$ cat src/rtl/ov7670_config_seq.sv
// OV7670 SCCB configuration sequencer: walks a (register, value) table
// and issues each entry as a 3-byte write through the byte-level I2C engine.
`timescale 1ns/1ps
module ov7670_config_seq #(
    parameter int unsigned POWERUP_TICKS = 6000000,
    parameter int unsigned GAP_TICKS     = 10,
    parameter int unsigned TIMEOUT_TICKS = 50000,
    parameter int unsigned DELAY_UNIT    = 50000,
    parameter int unsigned ADDR_W        = 6,
    parameter logic [7:0]  SLAVE_WADDR   = 8'h42
) (
    input  logic              clk,
    input  logic              reset,
    input  logic              start,
    output logic [ADDR_W-1:0] tbl_addr,
    input  logic [15:0]       tbl_data,
    output logic              i2c_strobe,
    output logic [7:0]        i2c_data,
    output logic              i2c_last,
    input  logic              i2c_busy,
    output logic              cfg_busy,
    output logic              cfg_done,
    output logic              cfg_error,
    output logic [ADDR_W:0]   write_count
);

    localparam logic [2:0] S_POWERUP = 3'd0;
    localparam logic [2:0] S_FETCH   = 3'd1;
    localparam logic [2:0] S_SEND    = 3'd2;
    localparam logic [2:0] S_WAIT    = 3'd3;
    localparam logic [2:0] S_GAP     = 3'd4;
    localparam logic [2:0] S_DELAY   = 3'd5;
    localparam logic [2:0] S_DONE    = 3'd6;
    localparam logic [2:0] S_ERROR   = 3'd7;

    // One shared down/up counter serves power-up, gap, delay and timeout.
    localparam int unsigned DELAY_MAX = 255 * DELAY_UNIT;
    localparam int unsigned M1 = (POWERUP_TICKS > DELAY_MAX) ? POWERUP_TICKS : DELAY_MAX;
    localparam int unsigned M2 = (TIMEOUT_TICKS > GAP_TICKS) ? TIMEOUT_TICKS : GAP_TICKS;
    localparam int unsigned CNT_MAX = (M1 > M2) ? M1 : M2;
    localparam int unsigned CNT_W = $clog2(CNT_MAX + 1);

    localparam logic [CNT_W-1:0] PWR_LD = CNT_W'(POWERUP_TICKS);
    localparam logic [CNT_W-1:0] GAP_LD =
        CNT_W'((GAP_TICKS == 0) ? 0 : GAP_TICKS - 1);
    localparam logic [CNT_W-1:0] TO_LAST =
        CNT_W'((TIMEOUT_TICKS == 0) ? 0 : TIMEOUT_TICKS - 1);
    localparam logic [CNT_W-1:0] DU_C = CNT_W'(DELAY_UNIT);

    localparam logic [15:0]       END_MARK  = 16'hFFFF;
    localparam logic [7:0]        DELAY_REG = 8'hF0;
    localparam logic [ADDR_W-1:0] ADDR_LAST = '1;

    logic [2:0]       state;
    logic [CNT_W-1:0] cnt;
    logic             guard;
    logic [1:0]       k;
    logic [7:0]       reg_b;
    logic [7:0]       val_b;
    logic [CNT_W-1:0] delay_ticks;
    logic             is_delay;
    logic             is_end;

    assign delay_ticks = CNT_W'(tbl_data[7:0]) * DU_C;
    assign is_end      = (tbl_data == END_MARK);
    assign is_delay    = (tbl_data[15:8] == DELAY_REG);

    assign i2c_strobe = (state == S_SEND);
    assign cfg_done   = (state == S_DONE);
    assign cfg_error  = (state == S_ERROR);
    assign cfg_busy   = !(cfg_done || cfg_error);

    always_ff @(posedge clk or posedge reset) begin
        if (reset) begin
            state       <= S_POWERUP;
            cnt         <= PWR_LD;
            guard       <= 1'b0;
            k           <= 2'd0;
            reg_b       <= 8'h00;
            val_b       <= 8'h00;
            tbl_addr    <= '0;
            i2c_data    <= 8'h00;
            i2c_last    <= 1'b0;
            write_count <= '0;
        end else begin
            unique case (state)
                S_POWERUP: begin
                    if (cnt == '0) begin
                        state <= S_FETCH;
                    end else begin
                        cnt <= cnt - 1'b1;
                    end
                end
                S_FETCH: begin
                    if (is_end) begin
                        state <= S_DONE;
                    end else if (is_delay) begin
                        cnt   <= (tbl_data[7:0] == 8'h00) ? '0 : delay_ticks - 1'b1;
                        state <= S_DELAY;
                    end else begin
                        reg_b    <= tbl_data[15:8];
                        val_b    <= tbl_data[7:0];
                        k        <= 2'd0;
                        i2c_data <= SLAVE_WADDR;
                        i2c_last <= 1'b0;
                        state    <= S_SEND;
                    end
                end
                S_SEND: begin
                    guard <= 1'b1;
                    cnt   <= '0;
                    state <= S_WAIT;
                end
                S_WAIT: begin
                    // Engine may not raise busy until after the strobe cycle.
                    if (guard) begin
                        guard <= 1'b0;
                    end else if (!i2c_busy) begin
                        if (k == 2'd2) begin
                            write_count <= write_count + 1'b1;
                            cnt         <= GAP_LD;
                            state       <= S_GAP;
                        end else begin
                            k        <= k + 1'b1;
                            i2c_data <= (k == 2'd0) ? reg_b : val_b;
                            i2c_last <= (k == 2'd1);
                            state    <= S_SEND;
                        end
                    end else if (cnt == TO_LAST) begin
                        state <= S_ERROR;
                    end else begin
                        cnt <= cnt + 1'b1;
                    end
                end
                S_GAP, S_DELAY: begin
                    if (cnt != '0) begin
                        cnt <= cnt - 1'b1;
                    end else if (tbl_addr == ADDR_LAST) begin
                        state <= S_DONE;
                    end else begin
                        tbl_addr <= tbl_addr + 1'b1;
                        state    <= S_FETCH;
                    end
                end
                S_DONE, S_ERROR: begin
                    if (start) begin
                        tbl_addr    <= '0;
                        write_count <= '0;
                        state       <= S_FETCH;
                    end
                end
                default: state <= S_POWERUP;
            endcase
        end
    end

endmodule

$ cat config.mk
export PLATFORM = sky130hd
export DESIGN_NAME = ov7670_config_seq
export DESIGN_NICKNAME = d
export VERILOG_FILES = /design/src/rtl/ov7670_config_seq.sv
export SDC_FILE = /design/constraint.sdc
export NUM_CORES = 1
export LEC_CHECK = 0
export CAP_MARGIN = 20
export CORE_MARGIN = 2
export CORE_UTILIZATION = 36
export CTS_CLUSTER_DIAMETER = 80
export DETAILED_ROUTE_END_ITERATION = 8
export GPL_TIMING_DRIVEN = 0
export RECOVER_POWER = 100
export SETUP_SLACK_MARGIN = 0.5
export SLEW_MARGIN = 20
export SYNTH_ARGS = -nofsm -noshare
export SYNTH_HDL_FRONTEND = slang
export SYNTH_SLANG_ARGS = --single-unit
$ cat constraint.sdc
create_clock -name clk -period 2.39 [get_ports clk]
set_input_delay 0.478 -clock clk [delete_from_list [all_inputs] [get_ports clk]]
set_output_delay 0.478 -clock clk [all_outputs]
set_load 0.02 [all_outputs]
==> results of run 1 <==
registers in the layout, summed over array words and instances (netlist names):
name,cells
val_b,8
i2c_last,1
guard,1
k,2
state,3
write_count,7
reg_b,8
i2c_data,8
cnt,24
tbl_addr,6
stage by stage:
step / setup slack, ns / utilization / TNS (ns) / hold WS (ns)
2_1_floorplan: -1.91 / - / -19.83 / 0.475
3_3_place_gp: -3.08 / 0.433 / -64.93 / 0.466
3_5_place_dp: -3.13 / 0.436 / -65.43 / 0.468
4_1_cts: -1.89 / 0.505 / -23.24 / 0.432
5_1_grt: -1.99 / 0.531 / -28.88 / 0.409
6_report: -1.88 / 0.531 / -24.43 / 0.411
logic make-up after synthesis:
group           after synthesis
mux                          28
buf+inv                      83
simple gates                279
fa+ha+maj                    77
xor+xnor                     35
flops                        68
compound gates              187
cells in the mapped netlist (4+ instances only):
library cell / count
o21ai_1: 16
a21oi_1: 45
nand2_1: 62
o21ai_0: 26
nor3_1: 23
buf_4: 4
and4_1: 6
or3_1: 7
o22ai_1: 10
nor3b_1: 4
nand3_1: 24
a211oi_1: 7
mux2i_1: 9
o31ai_1: 7
xnor2_1: 19
nor4_1: 11
clkbuf_1: 24
a31oi_1: 10
a21o_1: 8
inv_1: 42
o221ai_1: 4
nor4_2: 4
nand4_1: 15
dfrtp_1: 58
or2_2: 8
o22a_1: 5
mux2_2: 19
xor2_1: 16
and3_1: 7
buf_2: 6
dfstp_2: 10
nor2_1: 78
ha_1: 65
fa_1: 12
nand3b_1: 7
worst max path at each step:
stage / end / slack [ns] / depth (start not counted)
after floorplan: cnt[21] / -1.91 / 15
after global placement: cnt[21] / -3.08 / 15
after detailed placement: cnt[21] / -3.13 / 15
after CTS: cnt[21] / -1.89 / 16
after global routing: cnt[19] / -1.99 / 20
final: cnt[19] / -1.88 / 20
area by class of cell:
class                      instances  area [sq um]  area share
timing repair buffer             117          1130       0.122
multi-input combinational        606          5310       0.574
inverter                          42           159      0.0172
sequential                        68          1720       0.186
clock buffer                       9           225      0.0244
clock inverter                     7          75.1     0.00812
tap                              225           282      0.0304
buffer                            41           353      0.0381
layer usage:
metal / global-route usage / vias up / wire length, um / part of all wire
li1: - / 3033 / - / -
met1: 0.291 / 3160 / 9220 / 0.45
met2: 0.347 / 196 / 9710 / 0.48
met3: 0.0405 / 36 / 1060 / 0.052
met4: 0.0601 / 0 / 386 / 0.019
met5: 0 / - / 0 / 0
report_power, final:
group	leakage [nW]	total [mW]	switching [mW]	internal, mW
Sequential	0.827	2.13	0.443	1.69
Clock	0.138	1.37	0.554	0.811
Combinational	2.97	8.71	4.57	4.15
placed cells by master, fill, tap and decap left out, types with 21 or more instances in the layout:
cell type,Yosys,final
ha_1,65,47
nand2_1,62,50
buf_4,4,40
clkbuf_1,24,22
nand3_1,24,21
dfrtp_1,58,54
inv_1,42,33
a21oi_1,45,37
nor2_1,78,68
buf_6,2,33
worst reg2reg max path, cell delays in order, from the launching register on:
cell and delay (ns):
dfrtp_2 0.41, or4_4 0.56, or3_4 0.36, nor4_4 0.27
a211oi_2 0.13, o21ai_2 0.23, buf_4 0.17, buf_6 0.09
clkbuf_16 0.14, nor3_1 0.05, a221o_1 0.27
repair_timing:
action	in CTS	in global routing
setup buffers	41	23
gates cloned	7	0
endpoints found under the setup margin	70	72
resized for setup	200	126
pin swaps	58	41
==> results_dict.tcl, run 1 <==
set metrics [dict create \
    vias_per_cell 5.76 \
    whs_path_depth 2 \
    coreArea_sq_mm 0.0174 \
    cp_cell_sequence "buf_12, ha_4, ha_4, inv_2, fa_1, inv_1, fa_1, ha_4, a211o_4, a2111oi_4, nor4_2, or4b_4, buf_4, buf_6, buf_6, buf_6, nor2_4, a21oi_2, a31oi_1, a21oi_1" \
    yosysUniqueCellTypes 83 \
    startpoint_type "primary input" \
    area_growth_pct 43.6 \
    htreeDepth 3 \
    grt_usage 0.214 \
    cp_top_family "adder cells" \
    stdcell_area_sq_mm 0.00925 \
    grt_overflow 0 \
    tightest_slew_ns 1.02 \
    placed_area_sq_mm 0.00759 \
    grt_first_pass_wirelength_mm 31.8 \
    cp.arrival_ns 4.53 \
    grt_antenna_before_repair 0 \
    num_vias 6425 \
    synth_top_area_share 0.225 \
    synth_cells 757 \
    reg2regPathDepth 10 \
    cpPeakStageDelay_ns 0.55 \
    dpl.cell_count 1028 \
    r2r_start "cnt[12]" \
    synth_xor_area_frac 0.0476 \
    row_count 48 \
    muxShareOfSynthArea 0.0472 \
    yosysSeqAreaShare 0.266 \
    yosys.area_share.simple 0.223 \
    synth_seq_cells 68 \
    synth_top_family_by_area "simple AND/OR/NAND/NOR gates" \
    die_w_um 138 \
    drive_gt1_frac 0.347 \
    cts_tree "built" \
    numCtsBuffers 9 \
    clock_latency_ns 0.34 \
    drv_cap 0 \
    status "complete, but fails checks" \
    totalWireLength_mm 20.4 \
    worstSetupEndpointType "flip-flop" \
    nets 982 \
    cts-root-buf "clkbuf_16" \
    yosys.area_share.adder 0.164 \
    grt_pass1_vias 6132 \
    diodes 0 \
    p_per_area_mw_per_mm2 1320 \
    drtIter0Drc 422 \
    nFillCells 1579 \
    hold_path_end "val_b[4]" \
    holdBufCountCts 0 \
    cp_max_fo 4 \
    routedWlPerCell_um 18.3 \
    yosysWarnings 0 \
    maxSlewHeadroom 0.317 \
    synth.avg_cell_area_sq_um 8.51 \
    slowest_stage "or4b_4" \
    start_util 0.370 \
    slew_viol_final 0 \
    hold_path_class "in -> reg" \
    setup_violations 37 \
    r2r-end "cnt[21]" \
    dr.pass1.iters 5 \
    dpl.hpwl_mm 13.8 \
    path_buf_inv 7 \
    clk_pin_slew_ns 0.06 \
    timing.fmax_mhz 234 \
    r2r_slack_ns -0.42 \
    p_total_mw 12.2 \
    synth.largest_area_cell "dfrtp_1" \
    place.gp.congestion 0.896 \
    drc_errors 0 \
    period_minus_slack_ns 4.27 \
    ys.flop_type "dfrtp_1" \
    synth_compound_area_frac 0.196 \
    clockBufferDepth 2 \
    worst_slack_ns -1.88 \
    leakagePower_nw 3.93 \
    syn_nets 854 \
    yosys-top-cells-area "dfrtp_1 (23%), ha_1 (13%), nor2_1 (4.5%)" \
    critPathKind "in -> reg" \
    rsz0062_at_grt "true" \
    ant_nets 0 \
    die_h_um 138 \
    fin_skew_ns 0.00408 \
    ir_drop_mv 0.589 \
    hold_viol_final 0 \
    syn_area_sq_mm 0.00644 \
    final_cells 1115 \
    violations "setup timing" \
    period_share 1.79 \
    grt_max_degree 27 \
    startpoint "tbl_data[2]" \
    required_ns 2.65 \
    die_area_sq_mm 0.0190 \
    synthArstFlopShare 1.00 \
    io_buffers 44 \
    cts.sinks 68 \
    synth_edf_count 0 \
    hp-start "tbl_data[4]" \
    boundaryPins 46 \
]
No activity file was read; power rests on OpenSTA's default activity.
==> run 2: changes to the inputs <==
--- a/config.mk
+++ b/config.mk
@@ -6,6 +6,7 @@
 export NUM_CORES = 1
 export LEC_CHECK = 0
 export CAP_MARGIN = 20
+export CORE_ASPECT_RATIO = 1.2
 export CORE_MARGIN = 2
 export CORE_UTILIZATION = 36
 export CTS_CLUSTER_DIAMETER = 80
==> run 2 against run 1 <==
First-iteration DRC count rose by 24%. Routed wire length grew 0.51%. Critical endpoint is now cnt[22]. Critical path type unchanged. Setup slack improved by 0.099 ns. Largest cell class unchanged. Via count fell by 0.11%. The run still ends with setup timing left.
==> results_dict.tcl, run 2 (synthesis results as in run 1) <==
set metrics [dict create \
    boundaryPins 46 \
    rsz0062_at_grt "true" \
    p_per_area_mw_per_mm2 1300 \
    ir_drop_mv 0.525 \
    grt_antenna_before_repair 0 \
    clock_latency_ns 0.35 \
    violations "setup timing" \
    leakagePower_nw 3.92 \
    worst_slack_ns -1.78 \
    final_common_cell "nor2_1" \
    die_area_sq_mm 0.0190 \
    grt_first_pass_wirelength_mm 32.2 \
    num_vias 6418 \
    coreArea_sq_mm 0.0175 \
    period_share 1.75 \
    die_h_um 151 \
    final_cells 1117 \
    slew_viol_final 0 \
    worstSetupEndpointType "flip-flop" \
    dr.pass1.iters 5 \
    grt_pass1_vias 6227 \
    place_ws_ns -3.04 \
    dpl.hpwl_mm 13.9 \
    timing.fmax_mhz 240 \
    cts.sinks 68 \
    routedWlPerCell_um 18.3 \
    placed_area_sq_mm 0.00758 \
    period_minus_slack_ns 4.17 \
    grt_usage 0.208 \
    required_ns 2.66 \
    stdcell_area_sq_mm 0.00930 \
    hold_viol_final 0 \
    drv_cap 0 \
    critPathKind "in -> reg" \
    drive_gt1_frac 0.350 \
    status "complete, but fails checks" \
    area_growth_pct 44.4 \
    final_cell_mix "nor2_1 (64), buf_4 (54), dfrtp_1 (54)" \
    largest_reg_flops 24 \
    clockBufferDepth 2 \
    die_w_um 126 \
    seqCellArea_sq_mm 0.00172 \
    nets 989 \
    grt_overflow 0 \
    place.gp.congestion 0.899 \
    timing.hold.ws_ns 0.419 \
    drc_errors 0 \
    io_buffers 44 \
    multiInputGateArea_sq_mm 0.00535 \
    row_count 53 \
    cp_max_fo 6 \
    cp.arrival_ns 4.44 \
    clk_pin_slew_ns 0.07 \
    totalWireLength_mm 20.5 \
    cts_tree "built" \
    maxSlewHeadroom 0.489 \
    top_register "cnt" \
    numCtsBuffers 9 \
    grt_max_degree 30 \
    setup_violations 30 \
    drtIter0Drc 524 \
    vias_per_cell 5.75 \
    dpl.cell_count 1023 \
    fin_util 0.531 \
    nFillCells 1618 \
    diodes 0 \
    fin_skew_ns 0.00787 \
    start_util 0.368 \
    tightest_slew_ns 0.767 \
    startpoint_type "primary input" \
    htreeDepth 3 \
    hold_path_class "in -> reg" \
    cts-root-buf "clkbuf_16" \
    ant_nets 0 \
]
## run 2: layout make-up
type                            count  share of cell area
Multi-Input combinational cell    606               0.575
Buffer                             41              0.0352
Tap cell                          220              0.0296
Timing Repair Buffer              124               0.125
Clock buffer                        9              0.0242
Inverter                           42              0.0175
Clock inverter                      7             0.00874
Sequential cell                    68               0.185
## run 2: power by group
group	internal, mW	leakage, nW	total (mW)	switching, mW
Sequential	1.69	0.828	2.14	0.449
Combinational	3.95	2.95	8.51	4.56
Clock	0.824	0.147	1.42	0.598
Total	6.47	3.92	12.1	5.61
## run 2: through the flow
step | setup TNS [ns] | power [mW]
final | -22.73 | 12.1
after global routing | -26.29 | 12.8
after CTS | -21.54 | 11.5
after detailed placement | -60.70 | 8.17
after global placement | -61.31 | 8.14
after floorplan | -19.83 | 6.55
## run 2: what timing repair did
action / in CTS / in global routing
resized for setup: 208 / 116
buffers inserted: 40 / 32
hold endpoints to repair: 0 / 0
hold buffers: 0 / 0
pin swaps: 61 / 44
cloned: 5 / 1
endpoints found under the setup margin: 71 / 73
## run 2: worst max-delay path, stage by stage
cell and delay, ns:
buf_12 0.11, ha_4 0.26, inv_2 0.03, fa_1 0.47, inv_1 0.05, fa_1 0.48, ha_4 0.27, ha_4 0.25
buf_4 0.14, nor4_1 0.40, nor4_2 0.12, or4b_4 0.56, nor3_4 0.17, buf_6 0.13, buf_6 0.10, nand4b_1 0.11
xnor2_1 0.16, o21ai_1 0.14
## run 2: final timing paths
check	slack (ns)	endpoint	from	cells past startpoint
worst max-delay path	-1.78	cnt[22]	tbl_data[4]	18
worst min-delay path	0.42	val_b[6]	tbl_data[6]	2
worst max register to register	-0.43	cnt[20]	cnt[7]	9
worst min register to register	0.47	i2c_data[6]	i2c_data[6]	1
max in group asynchronous	0.32	cnt[1]	reset	4
min in group asynchronous	0.63	cnt[12]	reset	2
## run 2: metal layers
layer | wire length, um | GRT usage | vias up
met5 | 0 | 0 | -
met4 | 484 | 0.0670 | 0
met3 | 1010 | 0.0249 | 40
met2 | 10200 | 0.353 | 201
met1 | 8770 | 0.278 | 3131
li1 | - | - | 3046
